**src/rtl/serial_reg_master_if.sv**
```systemverilog
// Serial register bus: UART RX/TX byte streams plus register-slave strobes and data.
interface serial_reg_master_if;
  logic [7:0]  rx_data;
  logic        rx_valid;
  logic [7:0]  tx_data;
  logic        tx_valid;
  logic        tx_ready;
  logic [7:0]  reg_cmd;
  logic [15:0] reg_bytecount;
  logic [7:0]  reg_data_in;
  logic [7:0]  reg_data_out;
  logic        reg_read;
  logic        reg_write;

  modport master (
    input  rx_data, rx_valid, tx_ready, reg_data_out,
    output tx_data, tx_valid, reg_cmd, reg_bytecount, reg_data_in, reg_read, reg_write
  );

  modport slave (
    output rx_data, rx_valid, tx_ready, reg_data_out,
    input  tx_data, tx_valid, reg_cmd, reg_bytecount, reg_data_in, reg_read, reg_write
  );
endinterface

```
**src/rtl/serial_reg_master.sv**
```systemverilog
// Frame decoder driving register strobes; reg_write 1 cycle after data byte, tx_valid 1 cycle after reg_read,
// tx held until tx_ready. SERIAL_REG_ACK_EN adds an ACK_BYTE reply after every write frame.
module serial_reg_master #(
  parameter int unsigned TIMEOUT_CYCLES = 1000000
`ifdef SERIAL_REG_ACK_EN
  , parameter logic [7:0] ACK_BYTE = 8'hAC
`endif
) (
  input  logic                i_clk_usb,
  input  logic                i_reset,
  serial_reg_master_if.master bus,
  output logic                o_busy,
  output logic                o_frame_error
);

  localparam int TW = $clog2(TIMEOUT_CYCLES + 1);

  localparam logic [2:0] S_IDLE     = 3'd0;
  localparam logic [2:0] S_CTRL     = 3'd1;
  localparam logic [2:0] S_LEN_LO   = 3'd2;
  localparam logic [2:0] S_LEN_HI   = 3'd3;
  localparam logic [2:0] S_WR_DATA  = 3'd4;
  localparam logic [2:0] S_RD_FETCH = 3'd5;
  localparam logic [2:0] S_RD_SEND  = 3'd6;
`ifdef SERIAL_REG_ACK_EN
  localparam logic [2:0] S_ACK      = 3'd7;
  localparam logic [2:0] S_WR_END   = S_ACK;
`else
  localparam logic [2:0] S_WR_END   = S_IDLE;
`endif

  logic [2:0]    r_state;
  logic [TW-1:0] r_to_cnt;
  logic          r_rd;
  logic [15:0]   r_len;
  logic [7:0]    r_cmd;
  logic [15:0]   r_bytecount;
  logic [7:0]    r_data_in;
  logic          r_read;
  logic          r_write;
  logic [7:0]    r_tx_data;
  logic          r_tx_valid;
  logic          r_frame_error;

  logic [15:0]   w_len_full;
  logic [15:0]   w_wr_idx;
  logic          w_rd_last;
  logic          w_timing;
  logic          w_timeout;

  assign w_len_full = {bus.rx_data, r_len[7:0]};
  // A write strobe still pending means its bytecount bump lands this same edge.
  assign w_wr_idx   = r_bytecount + {15'd0, r_write};
  assign w_rd_last  = (r_bytecount == r_len - 16'd1);
  assign w_timing   = (r_state == S_CTRL) || (r_state == S_LEN_LO) ||
                      (r_state == S_LEN_HI) || (r_state == S_WR_DATA);
  assign w_timeout  = w_timing && !bus.rx_valid && (r_to_cnt == TW'(TIMEOUT_CYCLES - 1));

  always_ff @(posedge i_clk_usb or posedge i_reset) begin
    if (i_reset) begin
      r_state       <= S_IDLE;
      r_to_cnt      <= '0;
      r_rd          <= 1'b0;
      r_len         <= '0;
      r_cmd         <= '0;
      r_bytecount   <= '0;
      r_data_in     <= '0;
      r_read        <= 1'b0;
      r_write       <= 1'b0;
      r_tx_data     <= '0;
      r_tx_valid    <= 1'b0;
      r_frame_error <= 1'b0;
    end else begin
      r_write       <= 1'b0;
      r_frame_error <= 1'b0;
      r_to_cnt      <= w_timing ? r_to_cnt + 1'b1 : '0;
      if (r_write && r_state == S_WR_DATA) r_bytecount <= r_bytecount + 16'd1;

      case (r_state)
        S_IDLE: if (bus.rx_valid) begin
          r_cmd    <= bus.rx_data;
          r_to_cnt <= '0;
          r_state  <= S_CTRL;
        end
        S_CTRL: if (bus.rx_valid) begin
          r_rd     <= bus.rx_data[0];
          r_to_cnt <= '0;
          r_state  <= S_LEN_LO;
        end
        S_LEN_LO: if (bus.rx_valid) begin
          r_len[7:0] <= bus.rx_data;
          r_to_cnt   <= '0;
          r_state    <= S_LEN_HI;
        end
        S_LEN_HI: if (bus.rx_valid) begin
          r_len       <= w_len_full;
          r_bytecount <= '0;
          r_to_cnt    <= '0;
          if (w_len_full == 16'd0) begin
            r_state <= r_rd ? S_IDLE : S_WR_END;
`ifdef SERIAL_REG_ACK_EN
            if (!r_rd) begin
              r_tx_data  <= ACK_BYTE;
              r_tx_valid <= 1'b1;
            end
`endif
          end else if (r_rd) begin
            r_read  <= 1'b1;
            r_state <= S_RD_FETCH;
          end else begin
            r_state <= S_WR_DATA;
          end
        end
        S_WR_DATA: if (bus.rx_valid) begin
          r_data_in <= bus.rx_data;
          r_write   <= 1'b1;
          r_to_cnt  <= '0;
          if (w_wr_idx == r_len - 16'd1) begin
            r_state <= S_WR_END;
`ifdef SERIAL_REG_ACK_EN
            r_tx_data  <= ACK_BYTE;
            r_tx_valid <= 1'b1;
`endif
          end
        end
        S_RD_FETCH: begin
          r_read     <= 1'b0;
          r_tx_data  <= bus.reg_data_out;
          r_tx_valid <= 1'b1;
          r_state    <= S_RD_SEND;
        end
        S_RD_SEND: if (bus.tx_ready) begin
          r_tx_valid <= 1'b0;
          if (w_rd_last) begin
            r_state <= S_IDLE;
          end else begin
            r_bytecount <= r_bytecount + 16'd1;
            r_read      <= 1'b1;
            r_state     <= S_RD_FETCH;
          end
        end
`ifdef SERIAL_REG_ACK_EN
        S_ACK: if (bus.tx_ready) begin
          r_tx_valid <= 1'b0;
          r_state    <= S_IDLE;
        end
`endif
        default: r_state <= S_IDLE;
      endcase

      if (w_timeout) begin
        r_state       <= S_IDLE;
        r_frame_error <= 1'b1;
        r_to_cnt      <= '0;
      end
    end
  end

  assign bus.tx_data       = r_tx_data;
  assign bus.tx_valid      = r_tx_valid;
  assign bus.reg_cmd       = r_cmd;
  assign bus.reg_bytecount = r_bytecount;
  assign bus.reg_data_in   = r_data_in;
  assign bus.reg_read      = r_read;
  assign bus.reg_write     = r_write;
  assign o_busy            = (r_state != S_IDLE);
  assign o_frame_error     = r_frame_error;

endmodule
```
**src/flat_wrapper.sv**
```systemverilog
// flat-port wrapper written by rule: the top's interface ports become plain ports
module serial_reg_master_flat 
#(
  parameter int unsigned TIMEOUT_CYCLES = 1000000

)
  (i_clk_usb, i_reset, o_busy, o_frame_error, bus_rx_data, bus_rx_valid, bus_tx_ready, bus_reg_data_out, bus_tx_data, bus_tx_valid, bus_reg_cmd, bus_reg_bytecount, bus_reg_data_in, bus_reg_read, bus_reg_write);
  serial_reg_master_if bus_i ();
  input  logic i_clk_usb;
  input  logic i_reset;
  output logic o_busy;
  output logic o_frame_error;
  input wire logic [$bits(bus_i.rx_data)-1:0] bus_rx_data;
  input wire logic [$bits(bus_i.rx_valid)-1:0] bus_rx_valid;
  input wire logic [$bits(bus_i.tx_ready)-1:0] bus_tx_ready;
  input wire logic [$bits(bus_i.reg_data_out)-1:0] bus_reg_data_out;
  output wire logic [$bits(bus_i.tx_data)-1:0] bus_tx_data;
  output wire logic [$bits(bus_i.tx_valid)-1:0] bus_tx_valid;
  output wire logic [$bits(bus_i.reg_cmd)-1:0] bus_reg_cmd;
  output wire logic [$bits(bus_i.reg_bytecount)-1:0] bus_reg_bytecount;
  output wire logic [$bits(bus_i.reg_data_in)-1:0] bus_reg_data_in;
  output wire logic [$bits(bus_i.reg_read)-1:0] bus_reg_read;
  output wire logic [$bits(bus_i.reg_write)-1:0] bus_reg_write;
  assign bus_i.rx_data = bus_rx_data;
  assign bus_i.rx_valid = bus_rx_valid;
  assign bus_i.tx_ready = bus_tx_ready;
  assign bus_i.reg_data_out = bus_reg_data_out;
  assign bus_tx_data = bus_i.tx_data;
  assign bus_tx_valid = bus_i.tx_valid;
  assign bus_reg_cmd = bus_i.reg_cmd;
  assign bus_reg_bytecount = bus_i.reg_bytecount;
  assign bus_reg_data_in = bus_i.reg_data_in;
  assign bus_reg_read = bus_i.reg_read;
  assign bus_reg_write = bus_i.reg_write;
  serial_reg_master #(.TIMEOUT_CYCLES(TIMEOUT_CYCLES)) u_core (.i_clk_usb(i_clk_usb), .i_reset(i_reset), .bus(bus_i), .o_busy(o_busy), .o_frame_error(o_frame_error));
endmodule
```
**config.mk**
```make
export PLATFORM = sky130hd
export DESIGN_NAME = serial_reg_master_flat
export DESIGN_NICKNAME = d
export VERILOG_FILES = /design/src/rtl/serial_reg_master_if.sv /design/src/rtl/serial_reg_master.sv /design/src/flat_wrapper.sv
export SDC_FILE = /design/constraint.sdc
export NUM_CORES = 1
export LEC_CHECK = 0
export BUFFER_PORTS_ARGS = -buffer_cell sky130_fd_sc_hd__buf_2
export CAP_MARGIN = 30
export CELL_PAD_IN_SITES_DETAIL_PLACEMENT = 0
export CELL_PAD_IN_SITES_GLOBAL_PLACEMENT = 1
export CORE_MARGIN = 2
export CORE_UTILIZATION = 49
export DETAILED_ROUTE_END_ITERATION = 6
export PLACE_DENSITY_LB_ADDON = 0.1
export SLEW_MARGIN = 20
export SYNTH_ARGS = -nofsm -noshare
export SYNTH_HDL_FRONTEND = slang
export SYNTH_SLANG_ARGS = --single-unit
```
**constraint.sdc**
```tcl
create_clock -name i_clk_usb -period 5.22 [get_ports i_clk_usb]
set_clock_uncertainty 0.15 [all_clocks]
set_input_delay 1.044 -clock i_clk_usb [delete_from_list [all_inputs] [get_ports i_clk_usb]]
set_output_delay 1.044 -clock i_clk_usb [all_outputs]
set_load 0.005 [all_outputs]
```
==> impl_metrics.py, run 1 <==
metrics = {
    "timing": {
        "worst_pin_slew_ns": 0.813,
        "finalHoldViolCount": 0,
        "holdWs_ns": 0.335,
        "min_period_ns": 3.44,
        "rsz0062_at_grt": "false",
        "fin_setup_tns_ns": 0,
        "slew_violations": 0,
        "relSlewSlack_pct": 45.3,
        "fin_crit_sh_pct": 65.8,
        "fmax_ghz": 0.291,
        "setup_viol": 0,
    },
    "floorplanning": {
        "dieArea_sq_mm": 0.0113,
        "core_area_sq_mm": 0.0102,
        "die_width_um": 106,
        "die_h_um": 106,
        "rows": 37,
        "initial_core_util_pct": 49.9,
        "ioPinCount": 65,
    },
    "hold_path": {
        "min-delay-path-class": "flop to flop",
    },
    "drt": {
        "routed_wirelength_um": 12300,
        "drc_errors": 0,
        "wire_per_inst_um": 17.0,
        "ant_nets": 0,
        "drt-initial-drc-count": 214,
        "wl_met3_um": 571,
        "dr.pass1.iters": 4,
        "highest_layer": "met4",
        "dr_total_vias": 4113,
        "wl_met2_um": 5880,
        "met1_length_um": 5680,
        "vias_per_cell": 5.67,
    },
    "synthesis": {
        "syn_inst": 536,
        "async_reset_ff_share_pct": 100,
        "ys.flop_type": "dfrtp_1",
        "yosys_warnings": 0,
        "ys_ff_latch": 84,
        "syn_avg_cell_area_sq_um": 9.53,
        "syn-num-nets": 561,
        "seq_area_frac_synth_pct": 41.1,
        "synth-edff-count": 0,
        "netlist_area_sq_mm": 0.00511,
        "yosysUniqueCellTypes": 61,
    },
    "grt": {
        "grt.total_usage_pct": 23.4,
        "grt_overflow": 0,
        "grt_pass1_wl_um": 20800,
        "grt_max_degree": 46,
        "grt_pass1_vias": 4117,
        "antenna_found_initial": 0,
    },
    "pwr": {
        "intPower_mw": 1.79,
        "pwr-share-clk_pct": 19.0,
        "switchingPower_mw": 1.21,
        "swShare_pct": 40.4,
        "combPwrFrac_pct": 42.2,
        "p_seq_share_pct": 38.8,
        "p_leak_nw": 2.47,
        "power.density_mw_per_mm2": 526,
        "worst_ir_drop_vdd_mv": 0.288,
    },
    "critical_path": {
        "setup.worst_path.end_class": "flop",
        "worstPathArrival_ns": 3.57,
        "startpoint_type": "flop",
        "cpPeakStageDelay_ns": 0.56,
        "critPathBufInv": 0,
        "worstPathRequired_ns": 5.36,
        "worstPathCellList": "nor4_4 -> nand4_2 -> or3_4 -> a2111oi_4 -> o2111ai_4 -> a31oi_4 -> o21ai_0 -> a21oi_1",
        "worstPathMaxFanout": 20,
        "slowest_stage": "a31oi_4",
        "critPathKind": "flop to flop",
        "cp_top_family": "compound AO/OA/AOI/OAI gates",
    },
    "run": {
        "maxCapViolCount": 0,
    },
    "place": {
        "gp_congestion": 0.871,
        "postPlaceCellArea_sq_mm": 0.00547,
        "port_buffers": 64,
        "hpwl_um": 9090,
    },
    "clock_network": {
        "cts-buffers-inserted": 9,
        "ctsResizeCount": 0,
        "cts_buffer_depth": 2,
        "clk_pin_slew_ns": 0.09,
        "cts_tree": "yes",
        "cts.sinks": 84,
        "htreeDepth": 3,
        "post_cts_buffers": 0,
        "hold_buffers": 0,
        "cts_root_buffer": "clkbuf_8",
        "worstSkewPairLatency_ns": 0.36,
    },
    "cells_and_area": {
        "drive_above_1_share_pct": 22.6,
        "antenna_cells": 0,
        "regArea_sq_mm": 0.00210,
        "final_area_sq_mm": 0.00572,
        "multiInputGateArea_sq_mm": 0.00283,
        "fillCellCount": 974,
        "layout.nets": 609,
        "area_growth_pct": 11.9,
        "fin_util_pct": 55.9,
    },
    "status": {
        "status": "finished, final reports clean",
    },
}
power groups by stage:
| stage | logic [mW] | registers, mW | clock network (mW) |
|---|---|---|---|
| after detailed placement | 1.27 | 1.17 | 0 |
| after CTS | 1.28 | 1.16 | 0.589 |
| after global routing | 1.42 | 1.21 | 0.613 |
| after floorplan | 1.04 | 1.03 | 0 |
| after global placement | 1.25 | 1.17 | 0 |
| final | 1.27 | 1.17 | 0.573 |
worst reg2reg max path: stages (launching register included):
cell and delay [ns]:
dfrtp_1 0.50, nor4_4 0.47, nand4_2 0.20, or3_4 0.45, a2111oi_4 0.44, o2111ai_4 0.25
a31oi_4 0.56, o21ai_0 0.19, a21oi_1 0.16
area by class of cell:
| class | count | share of cell area, % |
|---|---|---|
| Clock inverter | 7 | 2.14 |
| Inverter | 9 | 0.613 |
| Sequential cell | 84 | 36.8 |
| Multi-Input combinational cell | 414 | 49.5 |
| Tap cell | 136 | 2.98 |
| Timing Repair Buffer | 66 | 5.87 |
| Clock buffer | 9 | 2.17 |
layer usage:
metal  vias to the layer above  global-route usage [%]
met3                        17                    5.15
met2                        99                    37.0
met5                         -                       0
met4                         0                    7.52
met1                      2022                    31.9
li1                       1975                       -
placed cells by master, fill, tap and decap left out, types with 3 or more instances in the layout:
cell,synthesis,layout
and2_1,7,7
and3_1,15,15
mux2_2,31,31
nand3_1,21,21
nor4_1,8,8
a22oi_1,7,7
nand2b_1,5,5
ha_1,5,5
nand2_1,67,67
clkbuf_8,0,9
o22ai_1,4,4
nor2b_1,3,3
inv_1,9,8
o31ai_1,4,4
or2_2,4,4
nor3_1,11,11
o21ai_0,18,18
mux2i_1,8,8
nor2_1,53,53
or3_1,9,9
nor3b_1,4,4
dfrtp_1,84,84
xnor2_1,33,33
a21oi_1,11,11
o211ai_1,5,5
nand4_1,13,13
bufinv_16,0,3
xor2_1,29,29
buf_2,4,64
synth_stat cells (2+ instances only):
library cell | n | area [sq um]
and2_1 | 7 | 43.8
xnor2_1 | 33 | 289
o31ai_1 | 4 | 30.0
o311ai_0 | 2 | 17.5
or2_2 | 4 | 25.0
nand4_1 | 13 | 81.3
nand2b_1 | 5 | 31.3
or3_1 | 9 | 56.3
and4_1 | 2 | 17.5
a22oi_1 | 7 | 52.6
or4_1 | 2 | 15.0
a211oi_1 | 2 | 15.0
nand3_1 | 21 | 105
clkbuf_1 | 22 | 82.6
o211ai_1 | 5 | 37.5
nor2_1 | 53 | 199
nor2b_1 | 3 | 18.8
mux2i_1 | 8 | 80.1
ha_1 | 5 | 62.6
buf_6 | 2 | 22.5
o21ai_0 | 18 | 90.1
o22ai_1 | 4 | 25.0
and3_2 | 2 | 15.0
dfrtp_1 | 84 | 2100
xor2_1 | 29 | 254
xnor3_1 | 2 | 45.0
mux2_2 | 31 | 349
nor4b_1 | 2 | 17.5
nor4_1 | 8 | 50.1
and3_1 | 15 | 93.8
inv_1 | 9 | 33.8
buf_2 | 4 | 20.0
nand2_1 | 67 | 251
a21oi_1 | 11 | 55.1
nor3_1 | 11 | 55.1
nor3b_1 | 4 | 30.0
or3b_2 | 2 | 17.5
logic make-up (layout without fill, tap and decap cells):
family	Yosys count	count (layout)	synth area share, %
fa+ha+maj	6	6	1.42
xor+xnor	66	66	12.3
compound gates	67	67	9.80
mux	39	39	8.40
buf+inv	38	91	3.50
simple gates	236	236	23.4
flops	84	84	41.1
registers in the layout, summed over array words and instances, names as in the netlist:
name	flops
u_core.r_state	3
u_core.bus.reg_cmd	8
u_core.bus.tx_valid	1
u_core.bus.reg_read	1
u_core.bus.reg_write	1
u_core.r_to_cnt	20
u_core.bus.reg_data_in	8
u_core.r_len	16
u_core.bus.reg_bytecount	16
u_core.o_frame_error	1
u_core.bus.tx_data	8
u_core.r_rd	1
path summary, 6_finish.rpt:
| check | slack (ns) | to | startpoint | cells past startpoint |
|---|---|---|---|---|
| max in group asynchronous | 3.29 | u_core.r_to_cnt[4]$_DFF_PP0_ | i_reset | 3 |
| worst min-delay path | 0.34 | u_core.r_to_cnt[0]$_DFF_PP0_ | u_core.r_to_cnt[0]$_DFF_PP0_ | 1 |
| worst max-delay path | 1.78 | u_core.bus.reg_bytecount[11]$_DFF_PP0_ | u_core.r_len[2]$_DFFE_PP0P_ | 8 |
| worst min register to register | 0.34 | u_core.r_to_cnt[0]$_DFF_PP0_ | u_core.r_to_cnt[0]$_DFF_PP0_ | 1 |
| min in group asynchronous | 0.61 | u_core.bus.tx_data[1]$_DFFE_PP0P_ | i_reset | 2 |
| worst max register to register | 1.78 | u_core.bus.reg_bytecount[11]$_DFF_PP0_ | u_core.r_len[2]$_DFFE_PP0P_ | 8 |
per-stage QoR:
| step | setup slack (ns) | power, mW | cells |
|---|---|---|---|
| 2_1_floorplan | 1.86 | 2.07 | 536 |
| 3_3_place_gp | 1.92 | 2.41 | 709 |
| 3_5_place_dp | 1.82 | 2.44 | 709 |
| 4_1_cts | 1.80 | 3.03 | 725 |
| 5_1_grt | 1.44 | 3.24 | 725 |
| 6_report | 1.78 | 3.01 | 725 |
No activity file was read; power rests on OpenSTA's default activity.
==> run 2, diff against run 1 <==
--- a/config.mk
+++ b/config.mk
@@ -5,12 +5,13 @@
 export SDC_FILE = /design/constraint.sdc
 export NUM_CORES = 1
 export LEC_CHECK = 0
+export ABC_AREA = 1
 export BUFFER_PORTS_ARGS = -buffer_cell sky130_fd_sc_hd__buf_2
 export CAP_MARGIN = 30
 export CELL_PAD_IN_SITES_DETAIL_PLACEMENT = 0
 export CELL_PAD_IN_SITES_GLOBAL_PLACEMENT = 1
 export CORE_MARGIN = 2
-export CORE_UTILIZATION = 49
+export CORE_UTILIZATION = 42
 export DETAILED_ROUTE_END_ITERATION = 6
 export PLACE_DENSITY_LB_ADDON = 0.1
 export SLEW_MARGIN = 20
==> constraint.sdc (replaced) <==
create_clock -name i_clk_usb -period 3.3 [get_ports i_clk_usb]
set_clock_uncertainty 0.15 [all_clocks]
set_input_delay 0.66 -clock i_clk_usb [delete_from_list [all_inputs] [get_ports i_clk_usb]]
set_output_delay 0.66 -clock i_clk_usb [all_outputs]
set_load 0.005 [all_outputs]
==> run 2 against run 1 <==
  * Sequential share of layout area shrank 3.4 points
  * Combinational power grew 84%
  * Fmax grew 17%
  * Total power grew 72%
  * Area after synthesis grew 8.0%
  * Non-clock buffer count grew 4
  * Global-route usage shrank 1.2 points
  * Highest routed layer unchanged
  * Setup slack lost 1.4 ns
==> impl_metrics.py, run 2 <==
metrics = {
    "grt": {
        "grt.total_usage_pct": 22.2,
        "grt_overflow": 0,
        "grt_max_degree": 32,
        "grt_pass1_vias": 4926,
        "grt_pass1_wl_um": 24900,
        "antenna_found_initial": 0,
    },
    "clock_network": {
        "ctsResizeCount": 0,
        "cts_tree": "yes",
        "cts_root_buffer": "clkbuf_16",
        "post_cts_buffers": 0,
        "htreeDepth": 3,
        "cts_buffer_depth": 2,
        "cts.sinks": 84,
        "hold_buffers": 0,
        "worstSkewPairLatency_ns": 0.35,
        "clk_pin_slew_ns": 0.07,
        "cts-buffers-inserted": 9,
    },
    "cells_and_area": {
        "multiInputGateArea_sq_mm": 0.00291,
        "largest_register": "u_core.r_to_cnt",
        "largest_register_ffs": 20,
        "drive_above_1_share_pct": 14.3,
        "regArea_sq_mm": 0.00210,
        "layout.nets": 880,
        "final_area_sq_mm": 0.00629,
        "antenna_cells": 0,
        "area_growth_pct": 14.0,
        "fin_util_pct": 49.5,
        "final_cell_mix": "237 x nand2_1, 97 x inv_1, 84 x dfrtp_1",
        "fillCellCount": 1358,
        "mostFrequentLayoutCell": "nand2_1",
    },
    "drt": {
        "routed_wirelength_um": 14700,
        "drc_errors": 0,
        "wire_per_inst_um": 14.3,
        "vias_per_cell": 5.02,
        "ant_nets": 0,
        "drt-initial-drc-count": 351,
        "dr_total_vias": 5184,
        "dr.pass1.iters": 5,
    },
    "pwr": {
        "p_leak_nw": 3.18,
        "swShare_pct": 44.0,
        "intPower_mw": 2.90,
        "combPwrFrac_pct": 45.2,
        "worst_ir_drop_vdd_mv": 0.397,
        "total_power_mw": 5.17,
        "power.density_mw_per_mm2": 822,
        "p_seq_share_pct": 34.7,
        "pwr-share-clk_pct": 20.0,
        "switchingPower_mw": 2.27,
    },
    "critical_path": {
        "worstPathCellList": "ha_1 -> ha_1 -> inv_1 -> nor2_1 -> nand2_1 -> nand2_1 -> inv_1 -> nand2_1 -> nand2_1 -> a21oi_1 -> nand2_1 -> nor2_1 -> nand3_1 -> nand2_1 -> nand2_1 -> nand2_2 -> nand2_1 -> nand2_1 -> nand2_1",
        "startpoint_type": "flop",
        "worstPathMaxFanout": 9,
        "worstPathRequired_ns": 3.39,
        "slowest_stage": "dfrtp_1",
        "worstPathArrival_ns": 3.03,
        "cpPeakStageDelay_ns": 0.57,
        "setup.worst_path.end_class": "flop",
        "critPathKind": "flop to flop",
        "crit_path_frequent_cell": "nand2_1",
    },
    "synthesis": {
        "netlist_top_cells_count": "237 x nand2_1, 98 x inv_1, 84 x dfrtp_1",
        "yosysUniqueCellTypes": 37,
        "ys_ff_latch": 84,
        "ys.flop_type": "dfrtp_1",
        "synth_top_area_share_pct": 38.1,
        "syn-num-nets": 820,
        "syn_avg_cell_area_sq_um": 6.94,
        "synth_top_area_cell": "dfrtp_1",
        "synth-edff-count": 0,
        "seq_area_frac_synth_pct": 38.1,
        "yosys_warnings": 0,
        "yosysMostFrequentCell": "nand2_1",
        "syn_inst": 795,
        "netlist_area_sq_mm": 0.00552,
        "async_reset_ff_share_pct": 100,
        "synthTopCellsByArea": "dfrtp_1 38%, nand2_1 16%, inv_1 6.7%",
    },
    "timing": {
        "fin_crit_sh_pct": 89.1,
        "finalHoldViolCount": 0,
        "setup_viol": 0,
        "fmax_ghz": 0.340,
        "fin_setup_tns_ns": 0,
        "slew_violations": 0,
        "worst_pin_slew_ns": 0.727,
        "min_period_ns": 2.94,
        "relSlewSlack_pct": 51.4,
        "rsz0062_at_grt": "false",
    },
    "place": {
        "gp_congestion": 0.894,
        "port_buffers": 64,
        "postPlaceCellArea_sq_mm": 0.00599,
        "hpwl_um": 11500,
    },
    "floorplanning": {
        "rows": 41,
        "ioPinCount": 65,
        "initial_core_util_pct": 43.4,
        "core_area_sq_mm": 0.0127,
        "die_width_um": 119,
        "die_h_um": 119,
        "dieArea_sq_mm": 0.0141,
    },
    "status": {
        "status": "finished, final reports clean",
    },
    "run": {
        "maxCapViolCount": 0,
    },
    "hold_path": {
        "min-delay-path-class": "primary input to async pin",
    },
}
==> run 2: power by group through the flow <==
stage / logic, mW / registers, mW / clock network, mW
2_1_floorplan: 1.79 / 1.66 / 0
3_3_place_gp: 2.34 / 1.81 / 0
3_5_place_dp: 2.35 / 1.81 / 0
4_1_cts: 2.35 / 1.80 / 1.07
5_1_grt: 2.71 / 1.85 / 1.11
6_report: 2.34 / 1.80 / 1.04
==> run 2: layout make-up <==
type / instances / area share (%)
timing repair buffer: 70 / 5.81
clock buffer: 9 / 3.58
sequential: 84 / 33.4
clock inverter: 7 / 1.21
tap: 172 / 3.42
multi-input combinational: 584 / 46.2
inverter: 106 / 6.34
==> run 2: final timing paths <==
path                                                       start                                     to  slack [ns]  cells past startpoint
max                        u_core.bus.reg_bytecount[0]$_DFF_PP0_          u_core.r_state[2]$_DFFE_PP0P_        0.36                     19
min                                                      i_reset      u_core.bus.reg_cmd[1]$_DFFE_PP0P_        0.18                      2
max reg2reg                u_core.bus.reg_bytecount[0]$_DFF_PP0_          u_core.r_state[2]$_DFFE_PP0P_        0.36                     19
min reg2reg                         u_core.r_to_cnt[0]$_DFF_PP0_           u_core.r_to_cnt[0]$_DFF_PP0_        0.31                      1
max in group asynchronous                                i_reset  u_core.bus.reg_bytecount[2]$_DFF_PP0_        2.05                      3
min in group i_clk_usb              u_core.r_to_cnt[0]$_DFF_PP0_           u_core.r_to_cnt[0]$_DFF_PP0_        0.31                      1
==> run 2: critical path: cells and delay by family (launching register included) <==
kind	cells	cell delay [ns]
DFF	1	0.57
and+or+nand+nor	14	1.35
AOI/OAI and AO/OA	1	0.11
buffers and inverters	2	0.11
adders and majority gates	2	0.55
==> run 2: kinds of logic after synthesis <==
group | count (synthesis) | share of synthesized area [%]
AO/OA/AOI/OAI | 102 | 9.77
AND/OR/NAND/NOR | 432 | 34.7
adder cells (fa/ha/maj) | 5 | 1.13
buffers and inverters | 127 | 9.20
flip-flops | 84 | 38.1
XOR/XNOR | 45 | 7.14
==> run 2: through the flow <==
step | hold WS [ns] | setup WS [ns] | instances
floorplan | 0.283 | 0.325 | 795
global placement | 0.295 | 0.362 | 1016
detailed placement | 0.309 | 0.371 | 1016
CTS | 0.190 | 0.350 | 1032
global route | 0.224 | 0.0373 | 1032
finish | 0.178 | 0.361 | 1032
==> run 2: layer usage <==
layer | routed length (um) | GRT usage, % | share of wire (%)
met5 | 0 | 0 | 0
met4 | 198 | 6.10 | 1.3
met1 | 7130 | 31.4 | 48
met2 | 6630 | 34.7 | 45
met3 | 745 | 4.15 | 5.1
